[src/rtl/mult_unit.sv]
// mult_unit: iterative shift-add multiplier for the MIPS ALU datapath.
// Handles MULT (signed) and MULTU (unsigned). Each iteration adds one partial
// product through a carry-select adder. A sign fix-up is then applied before
// the 2*WIDTH-bit product is written to the HI/LO result registers.

// Carry-select adder: ripple within each block, with both carry-in
// hypotheses precomputed. The real carry then selects the block result.
module mult_csel_adder #(
    parameter int WIDTH = 32,
    parameter int BLK   = 8
) (
    input  logic [WIDTH-1:0] a_i,
    input  logic [WIDTH-1:0] b_i,
    input  logic             cin_i,
    output logic [WIDTH-1:0] sum_o,
    output logic             cout_o
);
    localparam int NBLK = WIDTH / BLK;

    logic [NBLK:0] c;

    assign c[0] = cin_i;

    for (genvar g = 0; g < NBLK; g++) begin : g_blk
        logic [BLK:0] s0;
        logic [BLK:0] s1;
        assign s0 = {1'b0, a_i[g*BLK +: BLK]} + {1'b0, b_i[g*BLK +: BLK]};
        assign s1 = s0 + (BLK+1)'(1);
        assign sum_o[g*BLK +: BLK] = c[g] ? s1[BLK-1:0] : s0[BLK-1:0];
        assign c[g+1] = c[g] ? s1[BLK] : s0[BLK];
    end

    assign cout_o = c[NBLK];
endmodule

module mult_unit #(
    parameter int WIDTH = 32
) (
    input  logic             clk,
    input  logic             rst_n,
    input  logic             start,
    input  logic             is_signed,
    input  logic [WIDTH-1:0] op_a,
    input  logic [WIDTH-1:0] op_b,
    output logic             busy,
    output logic             done,
    output logic [WIDTH-1:0] hi,
    output logic [WIDTH-1:0] lo
);
    localparam int CNT_W = $clog2(WIDTH) + 1;
    localparam logic [CNT_W-1:0] LAST_CNT = CNT_W'(WIDTH - 1);

    typedef enum logic [1:0] {
        S_IDLE,
        S_ITER,
        S_FIX
    } state_t;

    state_t             state_q;
    logic [CNT_W-1:0]   cnt_q;
    logic               busy_q;
    logic               done_q;
    logic [WIDTH-1:0]   hi_q;
    logic [WIDTH-1:0]   lo_q;

    // Datapath registers: multiplicand, upper accumulator half, and the
    // multiplier register, which fills with low product bits as it shifts.
    logic [WIDTH-1:0]   mcand_q;
    logic [WIDTH-1:0]   acc_q;
    logic [WIDTH-1:0]   mplier_q;
    logic               neg_q;

    logic [WIDTH-1:0]   add_b_d;
    logic [WIDTH-1:0]   add_sum_d;
    logic               add_cout_d;
    logic [2*WIDTH-1:0] prod_d;

    // Magnitude of an operand; the most negative value maps onto 2^(WIDTH-1).
    function automatic logic [WIDTH-1:0] magnitude(input logic [WIDTH-1:0] v,
                                                   input logic sgn);
        return (sgn && v[WIDTH-1]) ? (~v + WIDTH'(1)) : v;
    endfunction

    // Two's complement of the full-width product.
    function automatic logic [2*WIDTH-1:0] negate_prod(input logic [2*WIDTH-1:0] v);
        return ~v + (2*WIDTH)'(1);
    endfunction

    // The partial product is either the multiplicand or zero, chosen by the
    // multiplier LSB.
    always_comb begin
        add_b_d = mplier_q[0] ? mcand_q : '0;
        prod_d  = {acc_q, mplier_q};
    end

    mult_csel_adder #(
        .WIDTH (WIDTH),
        .BLK   (8)
    ) u_adder (
        .a_i    (acc_q),
        .b_i    (add_b_d),
        .cin_i  (1'b0),
        .sum_o  (add_sum_d),
        .cout_o (add_cout_d)
    );

    // Datapath: capture magnitudes on start, then shift {carry, sum, multiplier} right each iteration.
    always_ff @(posedge clk) begin
        if (state_q == S_IDLE && start) begin
            mcand_q  <= magnitude(op_a, is_signed);
            mplier_q <= magnitude(op_b, is_signed);
            acc_q    <= '0;
            neg_q    <= is_signed & (op_a[WIDTH-1] ^ op_b[WIDTH-1]);
        end else if (state_q == S_ITER) begin
            acc_q    <= {add_cout_d, add_sum_d[WIDTH-1:1]};
            mplier_q <= {add_sum_d[0], mplier_q[WIDTH-1:1]};
        end
    end

    // Control FSM with registered busy/done and the HI/LO result registers.
    always_ff @(posedge clk) begin
        if (!rst_n) begin
            state_q <= S_IDLE;
            cnt_q   <= '0;
            busy_q  <= 1'b0;
            done_q  <= 1'b0;
            hi_q    <= '0;
            lo_q    <= '0;
        end else begin
            done_q <= 1'b0;
            case (state_q)
                S_IDLE: begin
                    if (start) begin
                        state_q <= S_ITER;
                        busy_q  <= 1'b1;
                        cnt_q   <= '0;
                    end
                end
                S_ITER: begin
                    cnt_q <= cnt_q + CNT_W'(1);
                    if (cnt_q == LAST_CNT) begin
                        state_q <= S_FIX;
                    end
                end
                S_FIX: begin
                    {hi_q, lo_q} <= neg_q ? negate_prod(prod_d) : prod_d;
                    done_q  <= 1'b1;
                    busy_q  <= 1'b0;
                    state_q <= S_IDLE;
                end
                default: begin
                    state_q <= S_IDLE;
                    busy_q  <= 1'b0;
                end
            endcase
        end
    end

    assign busy = busy_q;
    assign done = done_q;
    assign hi   = hi_q;
    assign lo   = lo_q;
endmodule

[config.mk]
export PLATFORM = sky130hd
export DESIGN_NAME = mult_unit
export DESIGN_NICKNAME = d
export VERILOG_FILES = /design/src/rtl/mult_unit.sv
export SDC_FILE = /design/constraint.sdc
export NUM_CORES = 1
export LEC_CHECK = 0
export CAP_MARGIN = 5
export CELL_PAD_IN_SITES_DETAIL_PLACEMENT = 1
export CELL_PAD_IN_SITES_GLOBAL_PLACEMENT = 2
export CORE_MARGIN = 3
export CORE_UTILIZATION = 35
export CTS_CLUSTER_DIAMETER = 200
export DETAILED_ROUTE_END_ITERATION = 10
export PLACE_DENSITY_LB_ADDON = 0.1
export SLEW_MARGIN = 20
export SYNTH_ARGS = -nofsm -noshare
export SYNTH_HDL_FRONTEND = slang
export SYNTH_SLANG_ARGS = --single-unit
[constraint.sdc]
create_clock -name clk -period 4.4 [get_ports clk]
set_input_delay 0.44 -clock clk [delete_from_list [all_inputs] [get_ports clk]]
set_output_delay 0.44 -clock clk [all_outputs]
set_load 0.02 [all_outputs]
Yosys cells after proc, flatten, opt, wreduce, memory -nomap -nowiden. Cells that the tools add are included.

Multipliers: 0. Equality and inequality tests: 5. Magnitude comparators: 0. Divide/modulo/power cells: 0. Muxes and demuxes: 20. Add/subtract/negate cells: 11. Bitwise operators: 6. Shifts and indexed selects: 0. Reduce and logical (&&, ||, !) cells: 9.

Operator list (number): $mux W32 (5); $add A32 B1 Y32 const B (2); $add A64 B1 Y64 const B (1); $mux W64 (1); $not A32 Y32 (2); $not A64 Y64 (1); $add A8 B8 Y9 (4); $add A9 B1 Y9 const B (3); $mux W8 (3); $pmux W6 S2 (1); $add A6 B1 Y6 const B (1); $eq A6 B5 Y1 const B (1); $mux W6 (1); $reduce_and A2 Y1 (3); $mux W1 (5); $mux W2 (2); $pmux W2 S2 (1); $reduce_bool A2 Y1 (2); $logic_and A1 B1 Y1 (3); $eq A2 B1 Y1 const B (1); $eq A2 B2 Y1 const B (1); $logic_not A2 Y1 (1); $ne A2 B1 Y1 const B (1); $ne A2 B2 Y1 const B (1); other kinds (4) (4).

Register bits after elaboration: 171. Memories: 0. ROM bits: 0. Logic and storage cells: 61. Input port bits: 68. RAM bits: 0. Latch bits: 0.

Longest topological paths before layout. Gate-level depths: netlist of run 1.

Depth in word-level cells: 6. Depth in mapped cells: 15.

By module. Synthesis of run 1 repeated with hierarchy kept, for this count alone.

Cell total of the unflattened synthesis: 1279. Area, all modules: 11034.3 µm².

Modules (own cells, without submodules): mult_unit (instances 1, area an instance 8794.7 µm², cells an instance 998); mult_csel_adder (instances 1, area an instance 2239.6 µm², cells an instance 281).

Worst setup path before layout of run 1. No wires, ideal clock.

Path type: reg-to-reg. From: reg mplier_q[0]. To: reg acc_q[27]. Path buffers: 3. Clock period less this slack: 3715 ps. Arrival: 3636 ps. Slack: 685 ps. Stages on the path, launching flop included: 16. Cells stage by stage: edfxtp_1 -> clkbuf_1 -> clkbuf_1 -> and2_1 -> ha_1 -> fa_1 -> a21o_1 -> a21oi_1 -> xnor2_1 -> and4b_1 -> and4_1 -> mux2i_1 -> xnor2_1 -> clkbuf_1 -> mux2_2 -> o211ai_1.

Longest elaborated chain between the ends: 6. Elaborated cells on any way between the ends: 11.

RTL lines: start: declaration (line 70) `logic [WIDTH-1:0] mplier_q;`; start signal: assignment (line 111) `mplier_q <= magnitude(op_b, is_signed);`; start signal: assignment (line 116) `mplier_q <= {add_sum_d[0], mplier_q[WIDTH-1:1]};`; $mux W32 (*) (line 92) `add_b_d = mplier_q[0] ? mcand_q : '0;`; $add A8 B8 Y9 (line 27) `assign s0 = {1'b0, a_i[g*BLK +: BLK]} + {1'b0, b_i[g*BLK +: BLK]};`; $add A9 B1 Y9 (line 28) `assign s1 = s0 + (BLK+1)'(1);`; $mux W1 (2 in series) (line 30) `assign c[g+1] = c[g] ? s1[BLK] : s0[BLK];`; $mux W8 (*) (line 29) `assign sum_o[g*BLK +: BLK] = c[g] ? s1[BLK-1:0] : s0[BLK-1:0];`; end signal: assignment (line 115) `acc_q <= {add_cout_d, add_sum_d[WIDTH-1:1]};`; end: declaration (line 69) `logic [WIDTH-1:0] acc_q;`.

Every way passes the cells marked *; elsewhere a longest branch is shown, timed or not. A chain may end at the register's enable or synchronous reset.

Final worst setup path of run 1.
From: reg mplier_q[0]. To: reg acc_q[30].

Same word-level chain as after synthesis.

==> results of run 1 <==
-- routing by layer --
metal  up-vias  wire length [um]  share of wire, %
li1       4425                 -                 -
met1      4030             16500                58
met2       156             10800                38
met3        11              1090               3.8
met4         0               216              0.76
met5         -                 0                 0
-- placed cells by master, fill, tap and decap left out, types with 13 or more instances in the layout --
cell,n
a211oi_1,50
dfxtp_1,106
edfxtp_1,65
buf_4,18
clkbuf_16,17
clkdlybuf4s50_1,133
nand3_1,39
nor3_1,14
o31ai_1,24
nand2_1,91
or3_1,14
a21oi_1,61
nor2_1,99
o21ai_0,103
nor4_1,13
ha_1,39
xnor2_1,55
inv_1,24
and2_1,38
xor2_1,100
-- kinds of logic after synthesis --
group / after synthesis / share of synthesized area, %
AOI/OAI and AO/OA: 308 / 18.9
xor gates and xnor gates: 156 / 13.2
adders and majority gates: 43 / 5.48
buffers and inverters: 80 / 2.97
DFF: 171 / 39.3
muxes: 11 / 1.09
and+or+nand+nor: 386 / 19.1
-- worst max-delay path, cell delays in order, from the launching register on --
cell      delay, ns
edfxtp_1       0.59
and2_1         0.23
ha_1           0.20
fa_1           0.40
a21o_1         0.21
a21oi_1        0.19
xnor2_1        0.20
and4b_1        0.29
and4_1         0.27
mux2i_1        0.41
xnor2_2        0.29
or4b_2         0.69
nand3_1        0.08
-- area by class of cell --
type / count / area (um2)
fillers: 3329 / 16200
multi-input cells: 904 / 6000
flip-flops and latches: 171 / 4070
repair buffers: 151 / 1470
well taps: 384 / 480
clock buffers: 17 / 425
clock inverters: 15 / 185
inverters: 24 / 90.1
-- state kept, by name, summed over array words and instances, names as in the netlist --
name and cells:
hi 32, neg_q 1, state_q 2, cnt_q 6
mplier_q 32, done 1, lo 32, mcand_q 32
busy 1, acc_q 32
-- worst min-delay path by stage --
stage	start	endpoint	cells after the start
after CTS	state_q[1]$_SDFFE_PN0P_	busy$_SDFFE_PN0P_	1
after global routing	hi[7]$_SDFFE_PN0P_	hi[7]$_SDFFE_PN0P_	2
after global placement	state_q[1]$_SDFFE_PN0P_	busy$_SDFFE_PN0P_	1
final	state_q[1]$_SDFFE_PN0P_	busy$_SDFFE_PN0P_	1
after floorplan	state_q[1]$_SDFFE_PN0P_	busy$_SDFFE_PN0P_	1
after detailed placement	state_q[1]$_SDFFE_PN0P_	busy$_SDFFE_PN0P_	1
-- what timing repair did --
item / 4_1_cts / 5_1_grt
setup endpoints to repair: 0 / 3
resized for setup: 0 / 1
endpoints found under the hold margin: 0 / 0
-- power groups by stage --
stage	Combinational, mW	Clock (mW)	Sequential (mW)
floorplan	1.10	0	2.05
global placement	1.47	0	2.18
detailed placement	1.51	0	2.18
CTS	1.52	1.62	2.15
global route	1.71	1.69	2.18
finish	1.51	1.59	2.15
==> results.yml, run 1 <==
status:
  status: "finished clean"
sta:
  hold_violations: 0
  fin_crit_sh_pct: 93.6
  min_period_ns: 4.12
  setup-tns-final_ns: 0
  layout_setup_ws_ns: 0.283
  relSlewSlack_pct: 29.7
  rsz0062_at_grt: "false"
  tightest_slew_ns: 1.05
  fin_hold_ws_ns: 0.455
  drv_slew: 0
  timing.fmax_ghz: 0.243
  finalSetupViolations: 0
  fin_skew_ns: 0.0137
layout:
  area_growth_pct: 22.8
  drive_gt1_share_pct: 6.08
  post-route-cell-area_um2: 12700
  utilization_pct: 44.0
  final_nets: 1380
  diodes: 0
  final_cells: 1666
power:
  peakVddDrop_mv: 0.274
  leakage_nw: 4.65
  power_density_nw_per_um2: 412
  power.total_mw: 5.25
  comb_power_share_pct: 28.8
  p_int_mw: 3.38
  net-switching-power_mw: 1.86
  switching_share_pct: 35.5
  power.share.clock_pct: 30.2
  p_seq_share_pct: 41.0
floorplan:
  dieArea_um2: 31700
  die_w_um: 178
  die_h_um: 178
  rows: 62
  ios: 134
  start_util_pct: 35.8
  fp.coreArea_um2: 28900
synthesis:
  avgSynthCellArea_um2: 8.97
  ys_ff_latch: 171
  syn_inst: 1155
  netlist_area_um2: 10400
  synth_top_area_share_pct: 20.5
  ys_warn_count: 0
  ys_seq_area_share_pct: 39.3
  synth.net_count: 1266
  ys.flop_type: "dfxtp_1"
  synthDistinctLibCells: 62
  synth_area_leaders: "dfxtp_1 (20%), edfxtp_1 (19%), xor2_1 (8.5%)"
  synth_commonest_cells: "dfxtp_1 (106), o21ai_0 (103), nor2_1 (100), xor2_1 (100), nand2_1 (91)"
  yosysTopAreaCell: "dfxtp_1"
  async_reset_ff_share_pct: 0
  yosysMostFrequentCell: "dfxtp_1"
  synth-edff-count: 65
clock_tree:
  htree_levels: 4
  ctsHoldBuffers: 0
  numCtsBuffers: 17
  clk_latency_ns: 0.43
  cts_tree: "built"
  clk_pin_slew_ns: 0.07
  root_buffer: "clkbuf_16"
  post_cts_buffers: 0
  cts_num_sinks: 171
  clockBufferDepth: 2
setup_path:
  rr_worst_depth: 12
  crit_path_end: "acc_q[30]$_SDFFE_PP0P_"
  r2r-start: "mplier_q[0]$_DFFE_PP_"
  crit_required_ns: 4.76
  critPathKind: "register to register"
  reg2reg_to: "acc_q[30]$_SDFFE_PP0P_"
  crit_path_start: "mplier_q[0]$_DFFE_PP_"
  worstPathMaxFanout: 20
  r2r_slack_ns: 0.28
  start_kind: "register"
  arrival_ns: 4.48
  cp-end-kind: "register"
placed_design:
  place_area_um2: 12100
  portBuffers: 133
  pre_cts_ws_ns: 0.200
  place.gp.congestion: 0.825
  place_inst: 1634
  hpwl_mm: 21.9
routing:
  ant_nets: 0
  drc: 0
  first_iter_violations: 485
  dr.pass1.iters: 5
  finalWirelength_mm: 28.6
  avgViaCountPerCell: 5.18
  wl_per_cell_um: 17.2
  vias: 8622
grt:
  grt_pass1_wl_mm: 45.3
  grt.busiest_layer: "met1"
  met1_usage_pct: 30.2
  grt_usage_pct: 18.0
  grt_use_met2_pct: 23.9
  antenna_found_initial: 0
  grtUsageMet3_pct: 2.47
  grt-ovfl-total: 0
  grt_pass1_vias: 8176
  grt_max_degree: 118
hold_path:
  hp-class: "register to register"
run:
  cap_violations: 0
Power figures use the tool's default switching activity.
==> run 2, diff against run 1 <==
Settings changed: CORE_MARGIN 3 to default.
==> run 2 against run 1 <==
Net effect: via count barely moved; utilization fell by 0.21 points; cell count fell by 0.18%; count of clock-buffer cells in the layout did not move; sequential power barely moved; non-clock buffer count fell by 3; total power fell by 1.9%.
==> results.yml, run 2 (synthesis results as in run 1) <==
power:
  peakVddDrop_mv: 0.287
  net-switching-power_mw: 1.92
  p_seq_share_pct: 41.5
  comb_power_share_pct: 29.5
  power.share.clock_pct: 29.0
  p_int_mw: 3.23
  power_density_nw_per_um2: 406
  switching_share_pct: 37.2
  leakage_nw: 4.64
floorplan:
  fp.coreArea_um2: 28900
  rows: 62
  dieArea_um2: 30300
  die_w_um: 174
  start_util_pct: 35.8
  ios: 134
  die_h_um: 174
routing:
  vias: 8628
  first_iter_violations: 563
  finalWirelength_mm: 28.4
  drc: 0
  wl_per_cell_um: 17.1
  dr.pass1.iters: 4
  avgViaCountPerCell: 5.19
  ant_nets: 0
setup_path:
  start_kind: "register"
  r2r_slack_ns: 0.49
  arrival_ns: 4.28
  path_cells: "buf_4 -> and2_1 -> ha_1 -> a21o_1 -> a21o_1 -> o21a_1 -> nor4bb_1 -> nand4_1 -> mux2i_1 -> xnor2_1 -> buf_4 -> or4_1 -> nand3_1"
  crit_path_end: "acc_q[29]$_SDFFE_PP0P_"
  r2r-start: "mplier_q[0]$_DFFE_PP_"
  critPathKind: "register to register"
  max_stage_delay_ns: 0.54
  cp-end-kind: "register"
  crit_cells: 13
  crit_required_ns: 4.77
  worstPathMaxFanout: 14
  crit_path_start: "mplier_q[0]$_DFFE_PP_"
  cp_top_family: "simple AND/OR/NAND/NOR gates"
  reg2reg_to: "acc_q[29]$_SDFFE_PP0P_"
  rr_worst_depth: 13
  path_buf_inv: 2
  crit_path_top_delay_cell: "nor4bb_1"
placed_design:
  place_inst: 1631
  portBuffers: 133
  place.gp.congestion: 0.796
  hpwl_mm: 21.9
sta:
  rsz0062_at_grt: "false"
  setup-tns-final_ns: 0
  tightest_slew_ns: 0.883
  drv_slew: 0
  relSlewSlack_pct: 41.2
  hold_violations: 0
  timing.fmax_ghz: 0.256
  finalSetupViolations: 0
  fin_skew_ns: 0.0171
  min_period_ns: 3.91
  fin_crit_sh_pct: 88.8
clock_tree:
  htree_levels: 4
  cts_tree: "built"
  clockBufferDepth: 2
  post_cts_buffers: 0
  clk_latency_ns: 0.43
  cts_resized: 0
  ctsHoldBuffers: 0
  numCtsBuffers: 17
  root_buffer: "clkbuf_16"
  cts_num_sinks: 171
  clk_pin_slew_ns: 0.07
status:
  status: "finished clean"
hold_path:
  hp-class: "register to register"
  hp-start: "hi[7]$_SDFFE_PN0P_"
layout:
  diodes: 0
  final_nets: 1377
  final_common_cell: "clkdlybuf4s50_1"
  multiInputGateArea_um2: 5990
  final_cell_mix: "clkdlybuf4s50_1 (133), dfxtp_1 (106), o21ai_0 (103), xor2_1 (100), nor2_1 (99)"
  drive_gt1_share_pct: 5.86
  fillers: 3355
  area_growth_pct: 22.2
  seq_area_um2: 4070
  final_cells: 1663
run:
  cap_violations: 0
grt:
  grt_pass1_vias: 8374
  grt-ovfl-total: 0
  grt_pass1_wl_mm: 46.6
  grt_usage_pct: 19.3
  antenna_found_initial: 0
  grt_max_degree: 91
-- run 2: changes by cell type in the layout (fill, tap and decap cells not counted) --
cell / before / now
buf_4: 18 / 14
clkinvlp_4: 3 / 0
clkinv_1: 1 / 0
clkinv_2: 0 / 1
inv_8: 1 / 5
clkinvlp_2: 1 / 0
inv_4: 0 / 2
xnor2_2: 1 / 0
clkinv_8: 0 / 1
bufinv_16: 3 / 0
buf_12: 0 / 1
xnor2_1: 55 / 56
clkinv_4: 2 / 1
inv_6: 4 / 5
-- run 2: worst min path at each step --
stage	slack, ns	cells after the start	to
finish	0.46	2	hi[7]$_SDFFE_PN0P_
floorplan	0.42	1	busy$_SDFFE_PN0P_
CTS	0.46	2	hi[7]$_SDFFE_PN0P_
global placement	0.45	2	hi[7]$_SDFFE_PN0P_
global route	0.48	2	hi[7]$_SDFFE_PN0P_
detailed placement	0.45	2	hi[7]$_SDFFE_PN0P_
-- run 2: layout make-up --
type / instances / share of cell area [%]
inverter: 24 / 0.712
clock inverter: 15 / 1.13
clock buffer: 17 / 3.36
timing repair buffer: 148 / 11.5
sequential: 171 / 32.2
tap: 384 / 3.80
multi-input combinational: 904 / 47.3
-- run 2: power by group through the flow --
stage / combinational, mW / sequential [mW] / clock [mW]
after CTS: 1.52 / 2.13 / 1.52
after global routing: 1.71 / 2.17 / 1.58
after global placement: 1.48 / 2.16 / 0
after floorplan: 1.10 / 2.05 / 0
after detailed placement: 1.51 / 2.17 / 0
final: 1.52 / 2.14 / 1.49
-- run 2: per-stage QoR --
stage	total power [mW]	hold slack, ns	worst slack, ns	util, %	cell area [um2]
2_1_floorplan	3.15	0.424	0.685	-	10400
3_3_place_gp	3.64	0.450	0.604	41.8	12100
3_5_place_dp	3.68	0.454	0.478	41.8	12100
4_1_cts	5.18	0.464	0.456	43.7	12700
5_1_grt	5.46	0.485	0.0878	43.7	12700
6_report	5.14	0.458	0.493	43.7	12700
-- run 2: tightest hold or removal path: stages, from the launching register on --
cell       delay [ns]
dfxtp_1          0.31
nand2_1          0.05
o2bb2ai_1        0.06
-- run 2: layer usage --
metal / global-route usage (%) / up-vias / part of all wire (%)
met2: 25.4 / 151 / 37
met4: 4.13 / 0 / 0.78
met1: 32.2 / 4050 / 59
li1: - / 4413 / -
met3: 2.17 / 14 / 3.1
met5: 0 / - / 0
==> run 3, diff against run 2 <==
--- a/config.mk
+++ b/config.mk
@@ -13,3 +13,3 @@
 export DETAILED_ROUTE_END_ITERATION = 10
-export PLACE_DENSITY_LB_ADDON = 0.1
+export PLACE_DENSITY = 0.9
 export SLEW_MARGIN = 20
--- a/constraint.sdc
+++ b/constraint.sdc
@@ -3,2 +3,2 @@
 set_output_delay 0.44 -clock clk [all_outputs]
-set_load 0.02 [all_outputs]
+set_load 0.05 [all_outputs]
==> run 3 against run 2 <==
Net effect: wire length is 0.25% higher; flip-flop and latch count stayed put; critical path depth is the same; via count increased by 1.3%; sequential share of layout area is 0.12 points lower; count of clock-buffer cells in the layout grew 1; worst hold slack improved by 0.016 ns.
==> results.yml, run 3 (synthesis results as in run 1) <==
status:
  status: "finished clean"
floorplan:
  die_h_um: 174
  die_w_um: 174
  start_util_pct: 35.8
  fp.coreArea_um2: 28900
  ios: 134
  rows: 62
  dieArea_um2: 30300
sta:
  hold_violations: 0
  fin_skew_ns: 0.0144
  finalSetupViolations: 0
  setup-tns-final_ns: 0
  tightest_slew_ns: 0.902
  fin_crit_sh_pct: 90.7
  timing.fmax_ghz: 0.251
  rsz0062_at_grt: "false"
  relSlewSlack_pct: 39.7
  min_period_ns: 3.99
  drv_slew: 0
hold_path:
  hp-class: "register to register"
  hold_end: "busy$_SDFFE_PN0P_"
  whs_path_depth: 1
  hp-start: "state_q[1]$_SDFFE_PN0P_"
setup_path:
  r2r-start: "mplier_q[0]$_DFFE_PP_"
  crit_path_top_delay_cell: "edfxtp_1"
  cp-end-kind: "register"
  r2r_slack_ns: 0.41
  rr_worst_depth: 13
  start_kind: "register"
  worstPathMaxFanout: 13
  crit_required_ns: 4.78
  path_cells: "and2_1 -> ha_1 -> fa_1 -> a21o_1 -> a21oi_1 -> xnor2_1 -> and4b_1 -> and4_1 -> mux2i_1 -> xnor2_1 -> buf_4 -> or4_1 -> nand3_1"
  critPathKind: "register to register"
  path_common_cell: "xnor2_1"
  reg2reg_to: "acc_q[26]$_SDFFE_PP0P_"
  arrival_ns: 4.37
  max_stage_delay_ns: 0.56
routing:
  drc: 0
  ant_nets: 0
  finalWirelength_mm: 28.5
  first_iter_violations: 532
  wl_per_cell_um: 17.1
  vias: 8736
  avgViaCountPerCell: 5.25
  dr.pass1.iters: 5
power:
  peakVddDrop_mv: 0.318
  power_density_nw_per_um2: 412
  leakage_nw: 4.66
placed_design:
  place_area_um2: 12100
  place_inst: 1632
  place.gp.congestion: 0.837
  hpwl_mm: 21.9
  portBuffers: 133
clock_tree:
  clockBufferDepth: 2
  clk_latency_ns: 0.44
  cts_tree: "built"
  clk_pin_slew_ns: 0.07
  numCtsBuffers: 17
  cts_num_sinks: 171
  ctsHoldBuffers: 0
  cts_resized: 0
  htree_levels: 4
  post_cts_buffers: 0
  root_buffer: "clkbuf_16"
layout:
  utilization_pct: 43.9
  final_nets: 1378
  drive_gt1_share_pct: 5.94
  diodes: 0
  area_growth_pct: 22.7
  post-route-cell-area_um2: 12700
  fillers: 3328
  final_cell_mix: "clkdlybuf4s50_1 (133), dfxtp_1 (106), o21ai_0 (103), xor2_1 (100), nor2_1 (99)"
  multiInputGateArea_um2: 5990
  seq_area_um2: 4070
  final_cells: 1664
  final_common_cell: "clkdlybuf4s50_1"
grt:
  grt_pass1_vias: 8683
  grt_max_degree: 88
  grt_usage_pct: 19.1
  antenna_found_initial: 0
  grt_pass1_wl_mm: 46.6
  grt-ovfl-total: 0
run:
  cap_violations: 0
==> run 3: final cells by class <==
type                            instances  area share, %
Multi-Input combinational cell        904           47.1
Sequential cell                       171           32.1
Timing Repair Buffer                  149           11.5
Tap cell                              384           3.78
Clock buffer                           18           3.55
Clock inverter                         14           1.24
Inverter                               24          0.709
==> run 3: critical path: cells and delay by family (launching register included) <==
| kind | cells | cell delay, ns |
|---|---|---|
| AND/OR/NAND/NOR | 5 | 1.38 |
| adder cells (fa/ha/maj) | 2 | 0.63 |
| flip-flops | 1 | 0.56 |
| XOR/XNOR | 2 | 0.45 |
| AO/OA/AOI/OAI | 2 | 0.38 |
| multiplexers | 1 | 0.32 |
| buffers and inverters | 1 | 0.23 |
==> run 3: worst max-delay path by stage <==
stage | to | slack (ns) | start
floorplan | acc_q[27]$_SDFFE_PP0P_ | 0.68 | mplier_q[0]$_DFFE_PP_
global placement | acc_q[26]$_SDFFE_PP0P_ | 0.57 | mplier_q[0]$_DFFE_PP_
detailed placement | acc_q[26]$_SDFFE_PP0P_ | 0.41 | mplier_q[0]$_DFFE_PP_
CTS | acc_q[26]$_SDFFE_PP0P_ | 0.40 | mplier_q[0]$_DFFE_PP_
global route | acc_q[26]$_SDFFE_PP0P_ | 0.19 | mplier_q[0]$_DFFE_PP_
finish | acc_q[26]$_SDFFE_PP0P_ | 0.41 | mplier_q[0]$_DFFE_PP_
==> run 3: stage by stage <==
stage / setup WS, ns / total power [mW] / hold slack (ns)
3_3_place_gp: 0.574 / 3.61 / 0.454
5_1_grt: 0.193 / 5.54 / 0.487
2_1_floorplan: 0.685 / 3.15 / 0.424
3_5_place_dp: 0.414 / 3.68 / 0.468
6_report: 0.408 / 5.24 / 0.474
4_1_cts: 0.396 / 5.26 / 0.479
==> run 3: layer usage <==
layer | vias to the layer above | share of wire [%] | GRT usage (%)
li1 | 4414 | - | -
met1 | 4147 | 52 | 28.8
met2 | 154 | 43 | 28.3
met3 | 21 | 4.0 | 2.62
met4 | 0 | 1.2 | 4.93
met5 | - | 0 | 0
==> run 3: where the power goes <==
| part | internal (mW) | total [mW] | switching, mW |
|---|---|---|---|
| clock network | 0.807 | 1.58 | 0.773 |
| logic | 0.633 | 1.53 | 0.900 |
| registers | 1.84 | 2.13 | 0.285 |
| total | 3.28 | 5.24 | 1.96 |
